==> config.mk <==
export PLATFORM = sky130hd
export DESIGN_NAME = fetch_unit
export DESIGN_NICKNAME = d
export VERILOG_FILES = /design/src/rtl/fetch_unit.sv
export SDC_FILE = /design/constraint.sdc
export NUM_CORES = 1
export LEC_CHECK = 0
export ABC_AREA = 0
export CAP_MARGIN = 30
export CORE_AREA = 2 2 141 143
export DETAILED_ROUTE_END_ITERATION = 8
export DIE_AREA = 0 0 143 145
export DONT_BUFFER_PORTS = 1
export HOLD_SLACK_MARGIN = 0.02
export PLACE_DENSITY_LB_ADDON = 0.3
export SYNTH_ARGS = -nofsm -noshare
export SYNTH_HDL_FRONTEND = slang
export SYNTH_SLANG_ARGS = --single-unit
export TNS_END_PERCENT = 20
==> constraint.sdc <==
create_clock -name clk -period 4.45 [get_ports clk]
set_input_delay 0.445 -clock clk [delete_from_list [all_inputs] [get_ports clk]]
set_output_delay 0.445 -clock clk [all_outputs]
set_load 0.01 [all_outputs]
==> src/rtl/fetch_unit.sv <==
// Instruction fetch unit: one outstanding memory request at a time and a small
// FIFO of fetched {pc, instruction} pairs, flushed on branch/jump redirects.
module fetch_unit #(
  parameter logic [31:0] RESET_PC  = 32'h0000_0000,
  parameter int          BUF_DEPTH = 2
) (
  input  logic        clk,
  input  logic        rst,
  output logic        imem_req_valid,
  output logic [31:0] imem_req_addr,
  input  logic        imem_req_ready,
  input  logic        imem_rsp_valid,
  input  logic [31:0] imem_rsp_data,
  input  logic        redirect_valid,
  input  logic [31:0] redirect_pc,
  output logic        inst_valid,
  output logic [31:0] inst_data,
  output logic [31:0] inst_pc,
  output logic [31:0] inst_next_pc,
  input  logic        inst_ready
);

  localparam int PTR_W = (BUF_DEPTH > 1) ? $clog2(BUF_DEPTH) : 1;
  localparam int CNT_W = $clog2(BUF_DEPTH + 1);
  localparam logic [CNT_W-1:0] DEPTH_C    = CNT_W'(BUF_DEPTH);
  localparam logic [PTR_W-1:0] LAST_PTR_C = PTR_W'(BUF_DEPTH - 1);

  typedef enum logic [1:0] {
    FETCH    = 2'd0,
    WAIT_RSP = 2'd1,
    DRAIN    = 2'd2
  } state_t;

  state_t            r_state;
  state_t            w_state_nxt;
  logic [31:0]       r_pc;
  logic [31:0]       w_pc_nxt;
  logic [31:0]       r_pending_pc;
  logic [31:0]       r_buf_data [BUF_DEPTH];
  logic [31:0]       r_buf_pc   [BUF_DEPTH];
  logic [PTR_W-1:0]  r_rd_ptr;
  logic [PTR_W-1:0]  r_wr_ptr;
  logic [CNT_W-1:0]  r_count;

  logic              w_req_valid;
  logic              w_req_fire;
  logic              w_push;
  logic              w_pop;
  logic [31:0]       w_redirect_pc;
  logic              w_unused_redirect_lsb;

  function automatic logic [PTR_W-1:0] ptr_inc(input logic [PTR_W-1:0] p);
    if (p == LAST_PTR_C) begin
      return {PTR_W{1'b0}};
    end else begin
      return p + PTR_W'(1);
    end
  endfunction

  // A redirect target is always forced onto a word boundary.
  assign w_redirect_pc         = {redirect_pc[31:2], 2'b00};
  assign w_unused_redirect_lsb = &{1'b0, redirect_pc[1:0]};

  assign w_req_valid = (r_state == FETCH) && (r_count < DEPTH_C) && !redirect_valid && !rst;
  assign w_req_fire  = w_req_valid && imem_req_ready;
  // Responses only land in the buffer when they answer a live request.
  assign w_push      = (r_state == WAIT_RSP) && imem_rsp_valid && !redirect_valid;
  assign w_pop       = inst_valid && inst_ready && !redirect_valid;

  // Next-state and next-PC selection.
  always_comb begin
    w_state_nxt = r_state;
    w_pc_nxt    = r_pc;
    case (r_state)
      FETCH: begin
        if (redirect_valid) begin
          w_pc_nxt = w_redirect_pc;
        end else if (w_req_fire) begin
          w_pc_nxt    = r_pc + 32'd4;
          w_state_nxt = WAIT_RSP;
        end else begin
          w_pc_nxt = r_pc;
        end
      end
      WAIT_RSP: begin
        if (redirect_valid) begin
          w_pc_nxt = w_redirect_pc;
          if (imem_rsp_valid) begin
            w_state_nxt = FETCH;
          end else begin
            w_state_nxt = DRAIN;
          end
        end else if (imem_rsp_valid) begin
          w_state_nxt = FETCH;
        end else begin
          w_state_nxt = WAIT_RSP;
        end
      end
      DRAIN: begin
        if (redirect_valid) begin
          w_pc_nxt = w_redirect_pc;
        end else begin
          w_pc_nxt = r_pc;
        end
        // Once the abandoned response shows up nothing is outstanding any more.
        if (imem_rsp_valid) begin
          w_state_nxt = FETCH;
        end else begin
          w_state_nxt = DRAIN;
        end
      end
      default: begin
        w_state_nxt = FETCH;
        w_pc_nxt    = r_pc;
      end
    endcase
  end

  // State, PC and pending-request address registers.
  always_ff @(posedge clk) begin
    if (rst) begin
      r_state      <= FETCH;
      r_pc         <= RESET_PC;
      r_pending_pc <= 32'd0;
    end else begin
      r_state <= w_state_nxt;
      r_pc    <= w_pc_nxt;
      if (w_req_fire) begin
        r_pending_pc <= r_pc;
      end
    end
  end

  // Instruction buffer storage.
  always_ff @(posedge clk) begin
    if (rst) begin
      for (int i = 0; i < BUF_DEPTH; i++) begin
        r_buf_data[i] <= 32'd0;
        r_buf_pc[i]   <= 32'd0;
      end
    end else if (w_push) begin
      r_buf_data[r_wr_ptr] <= imem_rsp_data;
      r_buf_pc[r_wr_ptr]   <= r_pending_pc;
    end
  end

  // Buffer pointers and occupancy; a redirect empties the buffer.
  always_ff @(posedge clk) begin
    if (rst || redirect_valid) begin
      r_rd_ptr <= {PTR_W{1'b0}};
      r_wr_ptr <= {PTR_W{1'b0}};
      r_count  <= {CNT_W{1'b0}};
    end else begin
      if (w_push) begin
        r_wr_ptr <= ptr_inc(r_wr_ptr);
      end
      if (w_pop) begin
        r_rd_ptr <= ptr_inc(r_rd_ptr);
      end
      case ({w_push, w_pop})
        2'b10:   r_count <= r_count + CNT_W'(1);
        2'b01:   r_count <= r_count - CNT_W'(1);
        default: r_count <= r_count;
      endcase
    end
  end

  assign imem_req_valid = w_req_valid;
  assign imem_req_addr  = r_pc;
  assign inst_valid     = (r_count != {CNT_W{1'b0}});
  assign inst_data      = r_buf_data[r_rd_ptr];
  assign inst_pc        = r_buf_pc[r_rd_ptr];
  assign inst_next_pc   = r_buf_pc[r_rd_ptr] + 32'd4;

endmodule

==> results_dict.tcl, run 1 <==
set metrics [dict create \
    fin_area_sq_um 10200 \
    fin_cells 1149 \
    grt_start_max_net_pins 76 \
    p_per_area_nw_per_um2 368 \
    max-vdd-ir-drop_mv 0.276 \
    post-cts-setup-buffers 0 \
    finalSetupTns_ns 0 \
    synth_ff_type "edfxtp_1" \
    post-route-period-util_pct 78.2 \
    clkTransAtPathRegs_ns 0.07 \
    criticalPathCategory "register to primary output" \
    min_to "imem_req_addr[8]" \
    antenna_cells 0 \
    die_h_um 145 \
    rsz0062_at_grt "no" \
    p_leak_nw 3.60 \
    clkLatencyLatePin_ns 0.43 \
    gr-total-overflow 0 \
    synth_seq_area_share_pct 53.9 \
    final_core_util_pct 53.0 \
    reg2reg_slack_ns 1.48 \
    holdPathStages 1 \
    cp.required_ns 4.01 \
    crit_arrival_ns 3.03 \
    htreeDepth 4 \
    postCtsHoldBufs 0 \
    dr.pass1.iters 5 \
    dp.cells 1118 \
    syn_to_final_growth_pct 8.27 \
    dieArea_sq_um 20700 \
    synth_area_sq_um 9400 \
    hold_viol_final 0 \
    ys_types 62 \
    synth_top_area_cell "edfxtp_1" \
    relSlewSlack_pct 33.2 \
    cts_max_path_buffers 2 \
    slew_viol_final 0 \
    drv_cap 0 \
    r2r-start "r_state[0]" \
    yosys_warnings 0 \
    totalWireLength_um 21000 \
    wl_per_cell_um 18.3 \
    drcViolationCount 0 \
    cp_max_fo 50 \
    numPortBuffers 0 \
    drive_gt1_share_pct 12.2 \
    outcome "completed" \
    ant_nets 0 \
    finClkSkew_ns 0.0111 \
    chipWidth_um 143 \
    crit_path_start_kind "register" \
    synth_async_sr_flop_share_pct 0 \
    grt_pass1_wl_um 33200 \
    drt_iter0_markers 403 \
    grt_antenna_before_repair 0 \
    synth.area.top_cells "edfxtp_1 (40%), dfxtp_1 (14%), and2_1 (8.7%), mux2_2 (6.1%), nand2_1 (4.3%)" \
    fin_nets 949 \
    clkSinkCount 191 \
    synth_edf_count 124 \
    syn_avg_cell_area_sq_um 10.5 \
    synth_top_area_share_pct 39.6 \
    ios 200 \
    post_cts_resized 0 \
    cts_tree "done" \
    synth-seq-cells 191 \
    tightest_slew_ns 1.00 \
    rows 51 \
    vias 6361 \
    track_usage_pct 20.2 \
    synthTopCellsByCount "and2_1 (130), edfxtp_1 (124), nand2_1 (107)" \
    worstRegToRegCells 7 \
    root_buffer "clkbuf_16" \
    synthMostInstantiatedCell "and2_1" \
    grt_pass1_vias 5999 \
    setup_viol 0 \
    place_area_sq_um 9600 \
    routed_via_density 5.54 \
    core_sq_um 19200 \
    period_needed_ns 3.48 \
    fmax_mhz 287 \
    hpwl_um 14000 \
    start_util_pct 48.9 \
    min_from "rst" \
    rr_endpoint "imem_req_addr[30]" \
    synth_cells 898 \
    hp-class "primary input to register" \
    numCtsBuffers 17 \
    end_kind "primary output" \
    place.gp.congestion 0.785 \
]
==> how the worst max path moves through the flow <==
stage	from	to	slack (ns)
floorplan	redirect_valid	r_buf_data[0][0]	0.15
global placement	register	inst_next_pc[31]	1.40
detailed placement	register	inst_next_pc[31]	1.37
CTS	register	inst_next_pc[27]	0.87
global route	register	inst_next_pc[27]	0.69
finish	register	inst_next_pc[27]	0.97
==> state kept, by name (all words and copies together), names as in the netlist, named ones only <==
| signal | count |
|---|---|
| r_buf_data | 64 |
| r_buf_pc | 60 |
| imem_req_addr | 30 |
| r_pending_pc | 30 |
| r_count | 2 |
| r_state | 2 |
| r_rd_ptr | 1 |
| r_wr_ptr | 1 |
==> cells by family after synthesis <==
logic type | after synthesis | share of synthesized area [%]
compound gates | 140 | 9.35
other cells | 1 | 0.0399
buf+inv | 82 | 3.71
simple gates | 379 | 21.4
xor+xnor | 33 | 3.08
flops | 191 | 53.9
fa+ha+maj | 7 | 0.932
mux | 65 | 7.60
==> per-layer routing <==
layer,GRT usage [%],vias up,part of all wire [%]
li1,-,3118,-
met1,28.2,2999,44
met2,30.0,232,45
met3,7.10,12,9.6
met4,4.95,0,0.72
met5,0,-,0
==> layout make-up <==
class / instances / area [sq um]
Clock buffer: 17 / 425
Clock inverter: 14 / 149
Sequential cell: 191 / 5070
Timing Repair Buffer: 12 / 90.1
Tap cell: 265 / 332
Multi-Input combinational cell: 630 / 4030
Inverter: 20 / 75.1
Fill cell: 1757 / 9030
==> cells in the final DEF, fill, tap and decap left out, types with 5 or more instances in the layout <==
master / netlist / routed
a21o_1: 7 / 7
buf_4: 6 / 12
a211oi_1: 5 / 5
a31oi_1: 13 / 13
nand3_1: 22 / 22
o31ai_1: 5 / 5
a22oi_1: 6 / 6
nor3_1: 18 / 16
clkbuf_16: 0 / 17
o21ai_0: 17 / 17
nor2_1: 45 / 45
mux2_2: 51 / 51
nand2_1: 107 / 107
nand4_1: 18 / 18
edfxtp_1: 124 / 124
a21oi_1: 59 / 59
ha_1: 7 / 7
and2_1: 130 / 130
mux2i_1: 14 / 14
inv_1: 20 / 20
conb_1: 1 / 6
nand3b_1: 5 / 5
nand4b_1: 6 / 6
dfxtp_1: 67 / 66
xor2_1: 12 / 12
xnor2_1: 21 / 21
==> critical path, stage by stage, from the launching register on <==
cell      delay, ns
dfxtp_4        0.38
buf_4          0.48
mux2i_1        0.24
a211oi_2       0.50
nand4_1        0.40
a211oi_1       0.37
xnor2_1        0.21
==> per-stage QoR <==
step / hold WS [ns] / setup WS, ns / total power, W
after floorplan: 0.440 / 0.150 / 0.00224
final: 0.0852 / 0.970 / 0.00374
after detailed placement: 0.450 / 1.37 / 0.00230
after global placement: 0.442 / 1.40 / 0.00229
after global routing: 0.0506 / 0.690 / 0.00388
after CTS: 0.0562 / 0.870 / 0.00377
==> power breakdown <==
part           internal [W]  switching [W]  leakage (nW)
registers           0.00195      0.0000762          1.83
logic             0.0000799       0.000149          1.49
clock network      0.000790       0.000693         0.277
Power figures use the tool's default switching activity.
==> inputs of run 2 (changes only) <==
clock period = 3.56 ns   (was 4.45 ns; I/O delays follow)
==> results_dict.tcl, run 2 (synthesized netlist as in run 1, its figures left out) <==
set metrics [dict create \
    outcome "completed" \
    endpoint "inst_next_pc[22]" \
    ios 200 \
    largest_reg_flops 64 \
    period_needed_ns 3.26 \
    clkTransAtPathRegs_ns 0.07 \
    fin_nets 956 \
    r2r-start "r_state[0]" \
    drcViolationCount 0 \
    crit_family "simple AND/OR/NAND/NOR gates" \
    hp-class "primary input to register" \
    max-vdd-ir-drop_mv 0.350 \
    hpwl_um 13700 \
    drt_iter0_markers 422 \
    worstRegToRegCells 6 \
    gr-total-overflow 0 \
    relSlewSlack_pct 39.4 \
    core_sq_um 19200 \
    post-route-period-util_pct 91.6 \
    dr.pass1.iters 5 \
    vias 6464 \
    p_per_area_nw_per_um2 451 \
    cp.required_ns 3.20 \
    grt_pass1_vias 6084 \
    cp_max_fo 18 \
    regMostFlops "r_buf_data" \
    criticalPathCategory "register to primary output" \
    reg2reg_slack_ns 1.05 \
    fmax_mhz 307 \
    clkLatencyLatePin_ns 0.43 \
    drv_cap 0 \
    post-cts-setup-buffers 0 \
    chipWidth_um 143 \
    dieArea_sq_um 20700 \
    wl_per_cell_um 18.0 \
    routed_via_density 5.59 \
    critical_path.max_stage_delay_ns 0.48 \
    totalWireLength_um 20900 \
    comb_power_share_pct 6.6 \
    final_core_util_pct 53.3 \
    hold_viol_final 0 \
    rr_endpoint "imem_req_addr[30]" \
    p_switching_w 0.00116 \
    grt_antenna_before_repair 0 \
    pwr-share-clk_pct 38.5 \
    numPortBuffers 0 \
    cts_tree "done" \
    drive_gt1_share_pct 12.7 \
    reg_top3 "r_buf_data (64), r_buf_pc (60)" \
    tightest_slew_ns 0.908 \
    final_cell_mix "and2_1 (130), edfxtp_1 (124), nand2_1 (107)" \
    htreeDepth 4 \
    numCtsBuffers 17 \
    slew_viol_final 0 \
    track_usage_pct 20.1 \
    place.gp.congestion 0.756 \
    cp_num_buf_inv 1 \
    p_leak_nw 3.64 \
    fillers 1731 \
    critical_path_depth 8 \
    cts_max_path_buffers 2 \
    rows 51 \
    crit_arrival_ns 2.91 \
    grt_pass1_wl_um 33000 \
    antenna_cells 0 \
    syn_to_final_growth_pct 9.01 \
    p_sw_share_pct 25.0 \
    power.share.sequential_pct 54.8 \
    finClkSkew_ns 0.0105 \
    end_kind "primary output" \
    root_buffer "clkbuf_16" \
    internal_power_w 0.00346 \
    setup_viol 0 \
    start_util_pct 48.9 \
    path_cells "mux2i_1 -> inv_1 -> ha_1 -> nand4b_1 -> a21oi_2 -> nand2_1 -> nor4_1 -> xor2_1" \
    grt_start_max_net_pins 63 \
    hold-worst-slack_ns 0.0876 \
    ant_nets 0 \
    cp_slowest_cell "dfxtp_4" \
    layout_commonest_cell "and2_1" \
    crit_path_start_kind "register" \
    die_h_um 145 \
    clkSinkCount 191 \
]
## run 2: area by class of cell
| class | count | area [sq um] | share of cell area [%] |
|---|---|---|---|
| tap | 265 | 332 | 3.24 |
| sequential | 191 | 5070 | 49.5 |
| multi-input combinational | 630 | 4050 | 39.5 |
| clock inverter | 14 | 126 | 1.23 |
| inverter | 20 | 75.1 | 0.733 |
| timing repair buffer | 19 | 171 | 1.67 |
| clock buffer | 17 | 425 | 4.15 |
## run 2: layer usage
layer / wire [um] / global-route usage (%)
met1: 9440 / 28.1
met5: 0 / 0
met4: 356 / 6.14
met2: 9100 / 30.2
met3: 1960 / 6.01
## run 2: worst reg2reg max path, stage by stage (launching register included)
cell and delay (ns):
dfxtp_1 0.39, inv_1 0.09, ha_1 0.34, or2_2 0.62, or4_1 0.59, mux2_2 0.27, a31oi_1 0.15
## run 2: power by group through the flow
stage / Clock [W] / Combinational, W / Sequential (W)
after CTS: 0.00182 / 0.000309 / 0.00253
after detailed placement: 0 / 0.000289 / 0.00258
after global placement: 0 / 0.000288 / 0.00258
after floorplan: 0 / 0.000253 / 0.00255
final: 0.00178 / 0.000307 / 0.00253
after global routing: 0.00190 / 0.000341 / 0.00255
## run 2: how the worst min path moves through the flow
stage                           startpoint          endpoint  cells past startpoint
after detailed placement               rst  imem_req_addr[2]                      1
after global routing        redirect_pc[3]  imem_req_addr[3]                      2
after global placement                 rst  imem_req_addr[2]                      1
final                       redirect_pc[3]  imem_req_addr[3]                      2
after CTS                   redirect_pc[3]  imem_req_addr[3]                      2
after floorplan           r_pending_pc[10]  r_pending_pc[10]                      2
## run 2: metrics by stage
stage          setup WS (ns)  instances  instance area [sq um]  total power [W]  setup TNS, ns
2_1_floorplan         -0.651        903                   9420          0.00281         -80.77
6_report               0.298       1156                  10200          0.00462              0
3_3_place_gp           0.560       1122                   9630          0.00287              0
4_1_cts              0.00234       1156                  10200          0.00466              0
5_1_grt             -0.00543       1156                  10200          0.00479       -0.00543
3_5_place_dp           0.462       1122                   9630          0.00287              0
## run 2: repair_timing
action                                  4_1_cts  5_1_grt
endpoints found under the setup margin        0        6
endpoints found under the hold margin        62        0
gates resized for setup                       0        3
hold buffers                                  3        0
